$ cat src/rtl/alu_logic_pkg.sv
// Shared opcode encoding and status-flag layout for the pipelined bitwise logic unit.
package alu_logic_pkg;

    localparam int FLAG_W    = 4;
    localparam int FLAG_Z    = 0;
    localparam int FLAG_ONES = 1;
    localparam int FLAG_PAR  = 2;
    localparam int FLAG_EQ   = 3;

    typedef enum logic [2:0] {
        OP_AND   = 3'd0,
        OP_OR    = 3'd1,
        OP_XOR   = 3'd2,
        OP_XNOR  = 3'd3,
        OP_NAND  = 3'd4,
        OP_NOR   = 3'd5,
        OP_NOTA  = 3'd6,
        OP_PASSA = 3'd7
    } op_e;

endpackage

$ cat src/rtl/alu_logic_core.sv
// Combinational bitwise function and flag generation; sits between the S1 and S2 registers.
module alu_logic_core
    import alu_logic_pkg::*;
#(
    parameter int WIDTH = 16
) (
    input  logic [WIDTH-1:0]  i_a,
    input  logic [WIDTH-1:0]  i_b,
    input  logic [2:0]        i_op,
    output logic [WIDTH-1:0]  o_result,
    output logic [FLAG_W-1:0] o_flags
);

    always_comb begin
        o_result = '0;
        case (op_e'(i_op))
            OP_AND:   o_result = i_a & i_b;
            OP_OR:    o_result = i_a | i_b;
            OP_XOR:   o_result = i_a ^ i_b;
            OP_XNOR:  o_result = ~(i_a ^ i_b);
            OP_NAND:  o_result = ~(i_a & i_b);
            OP_NOR:   o_result = ~(i_a | i_b);
            OP_NOTA:  o_result = ~i_a;
            OP_PASSA: o_result = i_a;
            default:  o_result = i_a;
        endcase
    end

    // EQ looks at the operands, not the result, so it is opcode independent.
    always_comb begin
        o_flags            = '0;
        o_flags[FLAG_Z]    = (o_result == '0);
        o_flags[FLAG_ONES] = &o_result;
        o_flags[FLAG_PAR]  = ^o_result;
        o_flags[FLAG_EQ]   = (i_a == i_b);
    end

endmodule

$ cat src/rtl/alu_logic_pipe.sv
// Two-stage valid/ready bitwise logic unit: S1 holds operands, S2 holds result and flags.
module alu_logic_pipe #(
    parameter int WIDTH  = 16,
    parameter int FLAG_W = 4
) (
    input  logic              clk,
    input  logic              rst,
    input  logic              in_valid,
    output logic              in_ready,
    input  logic [WIDTH-1:0]  in_a,
    input  logic [WIDTH-1:0]  in_b,
    input  logic [2:0]        in_op,
    output logic              out_valid,
    input  logic              out_ready,
    output logic [WIDTH-1:0]  out_data,
    output logic [FLAG_W-1:0] out_flags
);
    import alu_logic_pkg::*;

    logic [WIDTH-1:0]  r_a;
    logic [WIDTH-1:0]  r_b;
    logic [2:0]        r_op;
    logic              r_s1_valid;
    logic              r_s2_valid;
    logic [WIDTH-1:0]  r_data;
    logic [FLAG_W-1:0] r_flags;

    logic              w_s1_adv;
    logic              w_s2_adv;
    logic              w_accept;
    logic [WIDTH-1:0]  w_result;
    logic [FLAG_W-1:0] w_flags;

    // A stage may load when it is empty or its contents leave this edge.
    assign w_s2_adv = !r_s2_valid || out_ready;
    assign w_s1_adv = !r_s1_valid || w_s2_adv;
    assign in_ready = w_s1_adv && !rst;
    assign w_accept = in_valid && in_ready;

    alu_logic_core #(
        .WIDTH (WIDTH)
    ) u_core (
        .i_a      (r_a),
        .i_b      (r_b),
        .i_op     (r_op),
        .o_result (w_result),
        .o_flags  (w_flags)
    );

    always_ff @(posedge clk) begin
        if (rst) begin
            r_a        <= '0;
            r_b        <= '0;
            r_op       <= '0;
            r_s1_valid <= 1'b0;
            r_s2_valid <= 1'b0;
            r_data     <= '0;
            r_flags    <= '0;
        end else begin
            if (w_s1_adv)
                r_s1_valid <= w_accept;
            if (w_accept) begin
                r_a  <= in_a;
                r_b  <= in_b;
                r_op <= in_op;
            end
            // S2 data only changes when a new result replaces it, keeping outputs stable otherwise.
            if (w_s2_adv) begin
                r_s2_valid <= r_s1_valid;
                if (r_s1_valid) begin
                    r_data  <= w_result;
                    r_flags <= w_flags;
                end
            end
        end
    end

    assign out_valid = r_s2_valid;
    assign out_data  = r_data;
    assign out_flags = r_flags;

endmodule

$ cat config.mk
export PLATFORM = sky130hd
export DESIGN_NAME = alu_logic_pipe
export DESIGN_NICKNAME = d
export VERILOG_FILES = /design/src/rtl/alu_logic_pkg.sv /design/src/rtl/alu_logic_core.sv /design/src/rtl/alu_logic_pipe.sv
export SDC_FILE = /design/constraint.sdc
export NUM_CORES = 1
export LEC_CHECK = 0
export CAP_MARGIN = 20
export CORE_MARGIN = 1.5
export CORE_UTILIZATION = 40
export CTS_BUF_LIST = sky130_fd_sc_hd__clkbuf_2
export DETAILED_ROUTE_END_ITERATION = 6
export DONT_BUFFER_PORTS = 1
export PLACE_DENSITY_LB_ADDON = 0.12
export SLEW_MARGIN = 20
export SYNTH_ARGS = -nofsm -noshare
export SYNTH_HDL_FRONTEND = slang
export SYNTH_SLANG_ARGS = --single-unit
$ cat constraint.sdc
create_clock -name clk -period 2.4 [get_ports clk]
set_input_delay 0.48 -clock clk [delete_from_list [all_inputs] [get_ports clk]]
set_output_delay 0.48 -clock clk [all_outputs]
set_load 0.03 [all_outputs]
# Word-level counts from Yosys, hierarchy flattened
# Index checks and enable logic that the tools add are counted.
[totals]
regBits = 57
output_inout_bits = 22
elab_cells = 35
[op_classes]
n_eq_ne = 8
mux = 1
bitwise = 7
n_reduce_logical = 12
[ops]
columns = ["operator", "count"]
rows = [
  ["$pmux W16 S8", 1],
  ["$not A16 Y16", 4],
  ["$and A16 B16 Y16", 1],
  ["$eq A16 B16 Y1", 1],
  ["$logic_not A16 Y1", 1],
  ["$or A16 B16 Y16", 1],
  ["$reduce_and A16 Y1", 1],
  ["$reduce_xor A16 Y1", 1],
  ["$xor A16 B16 Y16", 1],
  ["$eq A3 B3 Y1 const B", 4],
  ["$eq A3 B2 Y1 const B", 2],
  ["$eq A3 B1 Y1 const B", 1],
  ["$logic_not A1 Y1", 3],
  ["$logic_not A3 Y1", 1],
  ["$logic_and A1 B1 Y1", 2],
  ["$logic_or A1 B1 Y1", 2],
  ["$reduce_and A2 Y1", 1],
]

# Logic depth before layout (Yosys ltp)
[logic_depth]
depth_word = 5
mapped_depth = 13
mapped_depth_nobuf = 12

# Modules after synthesis
# From an unflattened synthesis, not the netlist that was laid out.
[hier_totals]
cells_unflattened = 502
area_unflattened_um2 = 4648.2
[by_module_without_submodules]
columns = ["module", "n_inst", "cells_per_inst", "area_each_um2"]
rows = [
  ["alu_logic_pipe", 1, 213, 2326.0],
  ["alu_logic_core", 1, 289, 2322.2],
]

# Least setup slack after synthesis
# OpenSTA, ideal clock, no wires.
[synth_path]
kind = "reg-to-reg"
start = "register r_a[14]"
end = "register r_flags[2] (netlist: out_flags[2])"
arrival_time_ps = 2379
setup_slack_ps = -65
path_stages_with_launch = 12
path_buffers = 0
path_cell_list = "dfxtp_1 -> inv_1 -> ha_1 -> nor2b_1 -> mux2i_1 -> and3b_1 -> or2_1 -> ha_1 -> xnor2_1 -> xnor2_1 -> xnor2_1 -> a211oi_1"
[synth_via]
elab_chain_len = 4
word_cells_on_any_way = 9
classes_between = "1 x mux; 7 x bitwise; 1 x reduce/logical"
[synth_rtl]
columns = ["element", "line", "text"]
rows = [
  ["from (decl)", "alu_logic_pipe.sv:20", "logic [WIDTH-1:0] r_a;"],
  ["from (signal assigned)", "alu_logic_pipe.sv:63", "r_a <= in_a;"],
  ["$or A16 B16 Y16 (tied with other cells)", "alu_logic_core.sv:18, alu_logic_core.sv:22", ""],
  ["$not A16 Y16 (on tied branches)", "alu_logic_core.sv:22, alu_logic_core.sv:20, alu_logic_core.sv:21", ""],
  ["$pmux W16 S8 (*)", "alu_logic_core.sv:16", "case (op_e'(i_op))"],
  ["$reduce_xor A16 Y1 (*)", "alu_logic_core.sv:34", "o_flags[FLAG_PAR] = ^o_result;"],
  ["to (signal assigned)", "alu_logic_pipe.sv:72", "r_flags <= w_flags;"],
  ["to (decl)", "alu_logic_pipe.sv:26", "logic [FLAG_W-1:0] r_flags;"],
]
# Every way passes the cells marked *; elsewhere a longest branch is shown, timed or not.
# A chain may end at the register's enable or synchronous reset.

# Final worst setup path
[layout_path]
start = "register r_op[0]"
end = "register r_flags[2] (netlist: out_flags[2])"
[layout_via]
elab_chain_len = 3
word_cells_on_any_way = 10
classes_between = "7 x eq/ne; 1 x mux; 2 x reduce/logical"
[layout_rtl]
columns = ["element", "line", "text"]
rows = [
  ["from (decl)", "alu_logic_pipe.sv:22", "logic [2:0] r_op;"],
  ["from (signal assigned)", "alu_logic_pipe.sv:65", "r_op <= in_op;"],
  ["$eq A3 B3 Y1 (tied with other cells)", "alu_logic_core.sv:16", ""],
  ["$pmux W16 S8 (*)", "alu_logic_core.sv:16", ""],
  ["$reduce_xor A16 Y1 (*)", "alu_logic_core.sv:34", ""],
]
# Marks and branches as above.

==> impl_results.md <==
- IO Count: a little over 60
- Skew-Pair Late Insertion Delay: ~0.50 ns
- Crit path time final: around 2.4 ns
- WHS: between 0.06 and 0.07 ns
- Final setup vio count: 1
- Crit Path Max Fanout: 7
- Data arrival, critical path: approximately 2.9 ns
- Largest family of logic cells by synthesized area: compound AO/OA/AOI/OAI gates
- Final Util: roughly 53%
- Final instance count without filler cells: between 700 and 800
- Synth async-reset ratio: 0%
- Final setup margin: -0.0199 ns
- Max incr delay on CP: ~0.40 ns
- H-tree levels: 3
- Max-slew headroom: between 40% and 50%
- Synth cell types: 46
- Achievable frequency: about 410 MHz
- Failing checks: negative setup slack
- DR pass1 iterations: 4
- Unrepaired setup endpoints after global routing: true
- Slowest-stage cell, CP: dfxtp_4
- DRC viols: 0
- RePlAce Congestion: 0.919
- Crit path required time: about 2.8 ns
- Remaining Overflow, GRT: 0
- First-pass GRT wire length: ~19 mm
- Crit-path cells: buf_4 > or2_4 > o32a_1 > o221ai_4 > a211oi_2 > or2_1 > ha_1 > xnor2_1 > xnor2_1 > xnor2_1 > a211oi_1
- Setup TNS: -0.0199 ns
- Synthesized cell area: 4380 um2
- Status: finished with violations
- Main synth FF type: dfxtp_1
- Crit Path Category: reg -> reg
- Synth Warn #: 0
- Clock skew: 0.0159 ns
- Sequential-to-total area share from yosys stat: 26.1%
- Vias in the first global route: 3706
- Synth Area in Simple Gates: 19.2%
- GR Util All Layers: between 20% and 30%
- EDFF count, synth: 0
- Post-Syn Nets: approximately 590
- Hpwl dp: slightly below 9 mm
- Max-Cap Viols: 0
- Share of cells above drive strength 1: approximately two fifths
- Post-synth top area cell: dfxtp_1
- Core Rows: 38
- Synth Area per Inst: ~8.7 um2
- Remaining antenna violation count: 0
- Critical path's top delay family: compound AO/OA/AOI/OAI gates
- DP Cell Count: between 700 and 800
- Clock Path Buffers: 2
- Core area: roughly 11000 um2
- WL/cell: roughly 17 um
- Final Slew Violations: 0
- CTS sink count: between 50 and 60
- CP Launch Type: register
- PortBufs: 0
- Worst setup EP type: register
- Final Hold Fails: 0
- Clk slew on worst S/H paths: 0.18 ns
- Worst Path Buf+Inv: 1
- Most frequent CP cell: xnor2_1
- Leak pwr: approximately 2.4 nW
- Compound-gate portion of the synthesized area: roughly a quarter
- # diodes: 0
- Largest net degree at the start of global routing: around 70
- Nets@finish: about 680
- Starting Density: around two fifths
- Fin crit share: 101%
- Synth Register Bits: 57
- Mux cell area share after synthesis: between 1 and 1.5%
- Most frequent cells after synthesis: 57 x dfxtp_1, 49 x inv_1, 48 x ha_1
- Initial antenna violation count: 0
- Worst slew pin tran: ~0.86 ns
- WL final: about 12 mm
- 1st-iter DRT viols: between 200 and 250
- CTS tree: yes
- Max IR drop VDD: 0.203 mV
- Most numerous cell in the Yosys netlist: dfxtp_1
- Die X: 108 um
- CTS Root Cell: clkbuf_2
- Pre-CTS WS: -0.171 ns
- DR vias: ~3800
- Die boundary height: roughly 110 um
- Vias/cell: around 5.2
- Adder-cell share of the synthesized area: approximately 14%
- Hold WC Path Type: in -> reg
- Power Dens Cells: between 500 and 600 nW/um2
- DIE AREA: approximately 12000 um2
- Area contributors post-synth: dfxtp_1 26%, ha_1 14%, o31ai_1 6.0%
- Yosys top cell area share: 26.1%
- Syn-to-layout area delta: 29.7%
- Synth Instances: about 500
- Post-synthesis xor/xnor area fraction: under 10%
- CTS Buf Count: 9
[layout by cell type, fill, tap and decap left out, types with 4 or more instances in the layout]
cell type | netlist | routed
dfxtp_2 | 0 | 12
xnor2_1 | 19 | 16
inv_1 | 49 | 45
mux2i_1 | 5 | 4
inv_2 | 0 | 4
nand2_1 | 43 | 42
ha_4 | 0 | 11
o221ai_2 | 11 | 7
o31ai_2 | 11 | 12
nand4_1 | 5 | 5
nand2b_1 | 6 | 5
o221ai_4 | 0 | 4
or2_1 | 14 | 11
or2_4 | 1 | 5
nand3b_1 | 15 | 15
o32a_1 | 11 | 11
nor4_1 | 4 | 4
dfxtp_1 | 57 | 42
ha_1 | 48 | 34
a211oi_2 | 13 | 15
buf_4 | 9 | 107
clkbuf_2 | 0 | 10
o31ai_1 | 35 | 34
a21oi_2 | 10 | 12
a21oi_1 | 14 | 12
nor2b_1 | 11 | 8
or3_1 | 15 | 13
dlygate4sd3_1 | 0 | 4
nor2_1 | 37 | 37
[stage by stage]
stage                     cell area (um2)  power, mW
after floorplan                      4380       1.95
after global placement               5100       2.36
after detailed placement             5100       2.37
after CTS                            5440       3.10
after global routing                 5680       3.46
final                                5680       3.24
[metal layers]
metal	part of all wire (%)	global-route usage, %	routed length, um
met1	49	30.2	6110
met2	44	34.3	5490
met3	4.7	5.15	582
met4	1.3	5.55	162
met5	0	0	0
[where the power goes]
part           internal (mW)  switching (mW)  total, mW  leakage (nW)
Sequential              1.02          0.0969       1.12         0.475
Combinational          0.798           0.723       1.52          1.87
Clock                  0.230           0.373      0.603        0.0666
[layout make-up]
cell class / count / area [um2]
inverters: 49 / 184
clock buffers: 10 / 50.0
flip-flops and latches: 57 / 1170
well taps: 140 / 175
fillers: 1051 / 5070
clock inverters: 5 / 47.5
multi-input cells: 358 / 3130
repair buffers: 116 / 926
[logic make-up (layout without fill, tap and decap cells)]
logic type	count (synthesis)	in the layout
adders and majority gates	48	48
DFF	57	57
xor gates and xnor gates	19	19
AOI/OAI and AO/OA	123	123
muxes	6	6
buffers and inverters	88	180
and+or+nand+nor	161	162
[state kept, by name, summed over array words and instances (netlist names)]
signal and count:
out_flags 4, r_s1_valid 1, out_data 16, r_b 16
out_valid 1, r_op 3, r_a 16
[repair_timing]
item                                    CTS  global route
pin swaps                                14            12
buffers inserted                          9             4
hold buffers                              3             2
resized for setup                        29            36
endpoints found under the setup margin    1             4
cloned                                    1             0
hold endpoints to repair                 10            16
[final timing paths]
kind                 from      endpoint  slack [ns]  depth (start not counted)
setup / recovery  r_op[0]  out_flags[2]       -0.02                         11
hold / removal    in_b[9]        r_b[9]        0.06                          2
setup reg to reg  r_op[0]  out_flags[2]       -0.02                         11
hold reg to reg   r_a[11]       r_a[11]        0.51                          2
Note: power is estimated with default switching activity, not from simulation.
==> RTL edit 1: new RTL, same flow settings <==
`FLAG_W` is set to 4 in 2 places; all go to 6.
--- a/src/rtl/alu_logic_pkg.sv
+++ b/src/rtl/alu_logic_pkg.sv
@@ -1,7 +1,7 @@
 // Shared opcode encoding and status-flag layout for the pipelined bitwise logic unit.
 package alu_logic_pkg;
 
-    localparam int FLAG_W    = 4;
+    localparam int FLAG_W    = 6;
     localparam int FLAG_Z    = 0;
     localparam int FLAG_ONES = 1;
     localparam int FLAG_PAR  = 2;
--- a/src/rtl/alu_logic_pipe.sv
+++ b/src/rtl/alu_logic_pipe.sv
@@ -1,7 +1,7 @@
 // Two-stage valid/ready bitwise logic unit: S1 holds operands, S2 holds result and flags.
 module alu_logic_pipe #(
     parameter int WIDTH  = 16,
-    parameter int FLAG_W = 4
+    parameter int FLAG_W = 6
 ) (
     input  logic              clk,
     input  logic              rst,
Ports: changed (resized out_flags); port bits go from 61 to 63. No check against the original RTL was run, so the function may have changed too.
==> RTL edit 1 against the original RTL <==
- design area is 0.62% higher
- routed wire length is 2.4% lower
- the run still ends with setup timing left
- synthesized area is 0.43% higher
- non-clock buffer count is 5 higher
- setup slack worse by 40 ps
- power is 2.3% lower
- sequential cell count stayed put
==> RTL edit 1: results (changes against the original RTL) <==
Outcome: finished, violations left
Violated checks: setup timing
Buffers, non-clock: 121 (+4.3%)
Crit-path max FO: 8 (+1)
Starting DRT DRC Count: 213 (-5.8%)
Clk tree area frac: 1.36% (-0.36 points)
Gr usage total: 21.6% (-0.33 points)
Proportion of cell area occupied by registers: 20.3% (-0.26 points)
Multi-input combinational area share: 54.8% (-0.25 points)
Antenna Cells: 1 (+1)
DR vias: 3,861 (+1.6%)
Number of buffers created by CTS: 9 (unchanged)
Wl on met1: 6030 um (-1.2%)
Met2 WL post-DR: 5210 um (-5.1%)
Dpl ws: -179 ps (-7.92 ps)
Power per cell area: 554 nW/um^2 (-2.9%)
# setup viols final: 1 (unchanged)
Layout cells sized above 1: 38.1% (-1.4 points)
Dpl hpwl: 8490 um (-2.7%)
Post-CTS setup buffer count: 8 (-1)
Rel. slew slack: 48.0% (+5.5 points)
Crit-path max cell delay: 360 ps (-40 ps)
Multi-input gates: 360 (+0.56%)
Final nets: 685 (+1.0%)
Netlist cell types: 47 (+2.2%)
Post-Place Cell Area: 5080 sq um (-0.49%)
Hold Startpoint: in_b[6]
First-pass GRT wire length: 19,200 um (-0.78%)
Largest cells by area after synthesis: dfxtp_1, ha_1, o31ai_1, inv_1, xnor2_1
RD Place Congestion: 0.844 (-8.1%)
Met2 usage: 32.4% (-1.9 points)
Peak supply drop: 233 uV (+15%)
Cell family with most CP delay: simple AND/OR/NAND/NOR gates
Post-cts sizing count: 31 (+6.9%)
Met3 wire length: 524 um (-10%)
Hold Slack: 38.1 ps (-23.0 ps)
Worst min path class: in -> reg
GR Util met1: 30.0% (-0.14 points)
Setup TNS: -59.4 ps (-39.5 ps)
Slowest CP cell: dfxtp_2
DRT Pass-1 Iters: 6 (+2)
Arrival time at the worst endpoint: 2910 ps (+60 ps)
Number of antenna violations at the first check in global routing: 1 (+1)
R2R Setup Slk: -60 ps (-40 ps)
Synthesized area per cell: 8.70 sq um (-0.17%)
Vias in the first global route: 3,749 (+1.2%)
DRT Wirelength: 12,100 um (-2.4%)
Post-cts hold buffer count: 10 (+7)
Setup ws final: -59.4 ps (-39.5 ps)
Fillers: 1,006 (-4.3%)
Routed length per instance: 16.2 um (-3.5%)
Total leakage power: 0.00246 uW (+1.7%)
Placed Cells: 704 (+0.14%)
Hold Path End: r_b[6]$_SDFFE_PP0P_
Clk Latency, worst-skew pair: 540 ps (+40 ps)
CLK BUF: 11 (+1)
Clock skew: 23.1 ps (+7.18 ps)
Core area: 10,800 sq um (+0.44%)
==> RTL edit 1: cell types whose count changed after synthesis <==
cell / unedited run / this run
conb_1: 0 / 1
buf_4: 9 / 11
==> RTL edit 1: logic make-up (layout without fill, tap and decap cells) <==
| group | count (synthesis) | after routing | synth area share [%] |
|---|---|---|---|
| DFF | 57 | 57 | 26.0 |
| muxes | 6 | 6 | 1.39 |
| xor gates and xnor gates | 19 | 19 | 3.79 |
| adders and majority gates | 48 | 48 | 13.7 |
| other | 1 | 3 | 0.0853 |
| AOI/OAI and AO/OA | 123 | 123 | 26.0 |
| and+or+nand+nor | 161 | 162 | 19.1 |
| buffers and inverters | 90 | 186 | 10.0 |
==> RTL edit 1: power by group <==
part	switching, uW	internal, uW	total (uW)
Clock	381	133	514
Combinational	727	810	1540
Sequential	92.7	1020	1110
Total	1200	1960	3160
==> RTL edit 2: new RTL, same flow settings <==
Made on the original files. Put one more register stage on the output `out_flags`, with the module's reset. The value now appears one clock later. The other outputs are not delayed to match.
--- a/src/rtl/alu_logic_pipe.sv
+++ b/src/rtl/alu_logic_pipe.sv
@@ -77,7 +77,13 @@
 
     assign out_valid = r_s2_valid;
     assign out_data  = r_data;
-    assign out_flags = r_flags;
+    always_ff @(posedge clk) begin
+        if (rst) begin
+            out_flags <= '0;
+        end else begin
+            out_flags <= r_flags;
+        end
+    end
 
 endmodule
 
Function: changed (a bounded check fails within 4 cycles, from zero or initial values and one cycle with rst high).
==> RTL edit 2 against the original RTL <==
- synthesized area down 5.1%
- power down 4.4%
- routed wire length down 1.9%
- hold slack worse by 37 ps
- setup slack better by 30 ps
- synthesized cell count up 3.4%
- cell count down 3.7%
- sequential cell count up 4
- critical path type unchanged
- design area down 9.0%
- first-iteration DRC count down 41%
==> RTL edit 2: results (changes against the original RTL) <==
Post-cts hold buffer count: 11 (+8)
Hold Crit Depth: 1 (-1)
Fillers: 1,035 (-1.5%)
Dpl hpwl: 8340 um (-4.3%)
Vias per std cell: 5.35 (+3.4%)
Worst min path class: in -> reg
Final period util: 99.6% (-1.3 points)
Net Count, Synth: 606 (+2.9%)
R2R Setup Slk: 10 ps (+30 ps)
Tightest Pin Transition: 847 ps (-11.9 ps)
Netlist cell types: 39 (-15%)
Hold Startpoint: rst
Layout cells sized above 1: 26.6% (-13 points)
Arrival time at the worst endpoint: 2840 ps (about the same)
Dpl ws: -60.6 ps (+110 ps)
RD Place Congestion: 0.905 (-1.5%)
Launch point of the worst reg-to-reg path: r_b[15]$_SDFFE_PP0P_
Post-synthesis sequential area ratio: 29.4% (+3.3 points)
Outcome: finished clean
First-pass GRT wire length: 19,200 um (-0.96%)
Worst Setup SP: r_b[15]$_SDFFE_PP0P_
Post-Synth XOR/XNOR Area: 4.43% (+0.63 points)
Synth cell count leaders: dfxtp_1, nand2_1, inv_1
Clk Latency, worst-skew pair: 530 ps (+30 ps)
Number of cells on the worst reg-to-reg path: 9 (-2)
Largest cells by area after synthesis: dfxtp_1, ha_1, o31ai_1, a21oi_1, nand2_1
Routed length per instance: 17.1 um (+1.8%)
Post-cts sizing count: 22 (-24%)
Clock skew: 32.8 ps (+16.9 ps)
Gr usage total: 22.2% (+0.26 points)
Ys async rst share: 0% (unchanged)
Hold Path End: out_data[7]$_SDFFE_PP0P_
Total leakage power: 0.00215 uW (-11%)
Post-synthesis compound-gate area fraction: 23.3% (-2.8 points)
Post-synthesis mux area share: 1.66% (+0.26 points)
Starting DRT DRC Count: 133 (-41%)
FF-to-FF End: r_flags[2]$_SDFFE_PP0P_
==> RTL edit 2: layout make-up <==
cell class | count | area share (%)
Clock inverter | 5 | 0.993
Tap cell | 136 | 3.29
Sequential cell | 61 | 24.0
Inverter | 51 | 3.71
Multi-Input combinational cell | 365 | 54.5
Clock buffer | 11 | 1.07
Timing Repair Buffer | 79 | 12.4
==> RTL edit 2: per-layer routing <==
metal	track usage, %	vias to the layer above	routed length [um]
met3	4.87	26	458
met2	39.7	69	6040
met1	24.6	1797	5190
li1	-	1896	-
met5	0	-	0
met4	11.0	0	424
==> RTL edit 2: logic make-up (layout without fill, tap and decap cells) <==
kind of cell	count (synthesis)	count (layout)
buffers and inverters	93	146
DFF	61	61
xor gates and xnor gates	21	21
adders and majority gates	48	48
and+or+nand+nor	149	149
AOI/OAI and AO/OA	142	142
muxes	5	5
==> RTL edit 2: stage by stage <==
step / cells / cell area, sq um / hold slack (ps) / total power (uW)
2_1_floorplan: 519 / 4160 / 438 / 1930
3_3_place_gp: 674 / 4590 / 461 / 2200
3_5_place_dp: 674 / 4590 / 460 / 2210
4_1_cts: 703 / 4920 / 0.406 / 2940
5_1_grt: 708 / 5170 / -2.03 / 3290
6_report: 708 / 5170 / 24.0 / 3100
==> RTL edit 2: worst max-delay path: stages, from the launching register on <==
cell and delay (ps):
dfxtp_2 380, inv_2 50, ha_4 230, mux2_4 250, mux4_2 520, ha_4 270, xnor2_2 140, xnor2_2 140
xnor2_1 130, a211oi_1 200
==> RTL edit 2: report_power, final <==
| group | total, uW | leakage [uW] | switching [uW] | internal [uW] |
|---|---|---|---|---|
| registers | 1170 | 0.000506 | 88.1 | 1090 |
| logic | 1290 | 0.00158 | 645 | 642 |
| clock network | 636 | 0.0000694 | 393 | 242 |
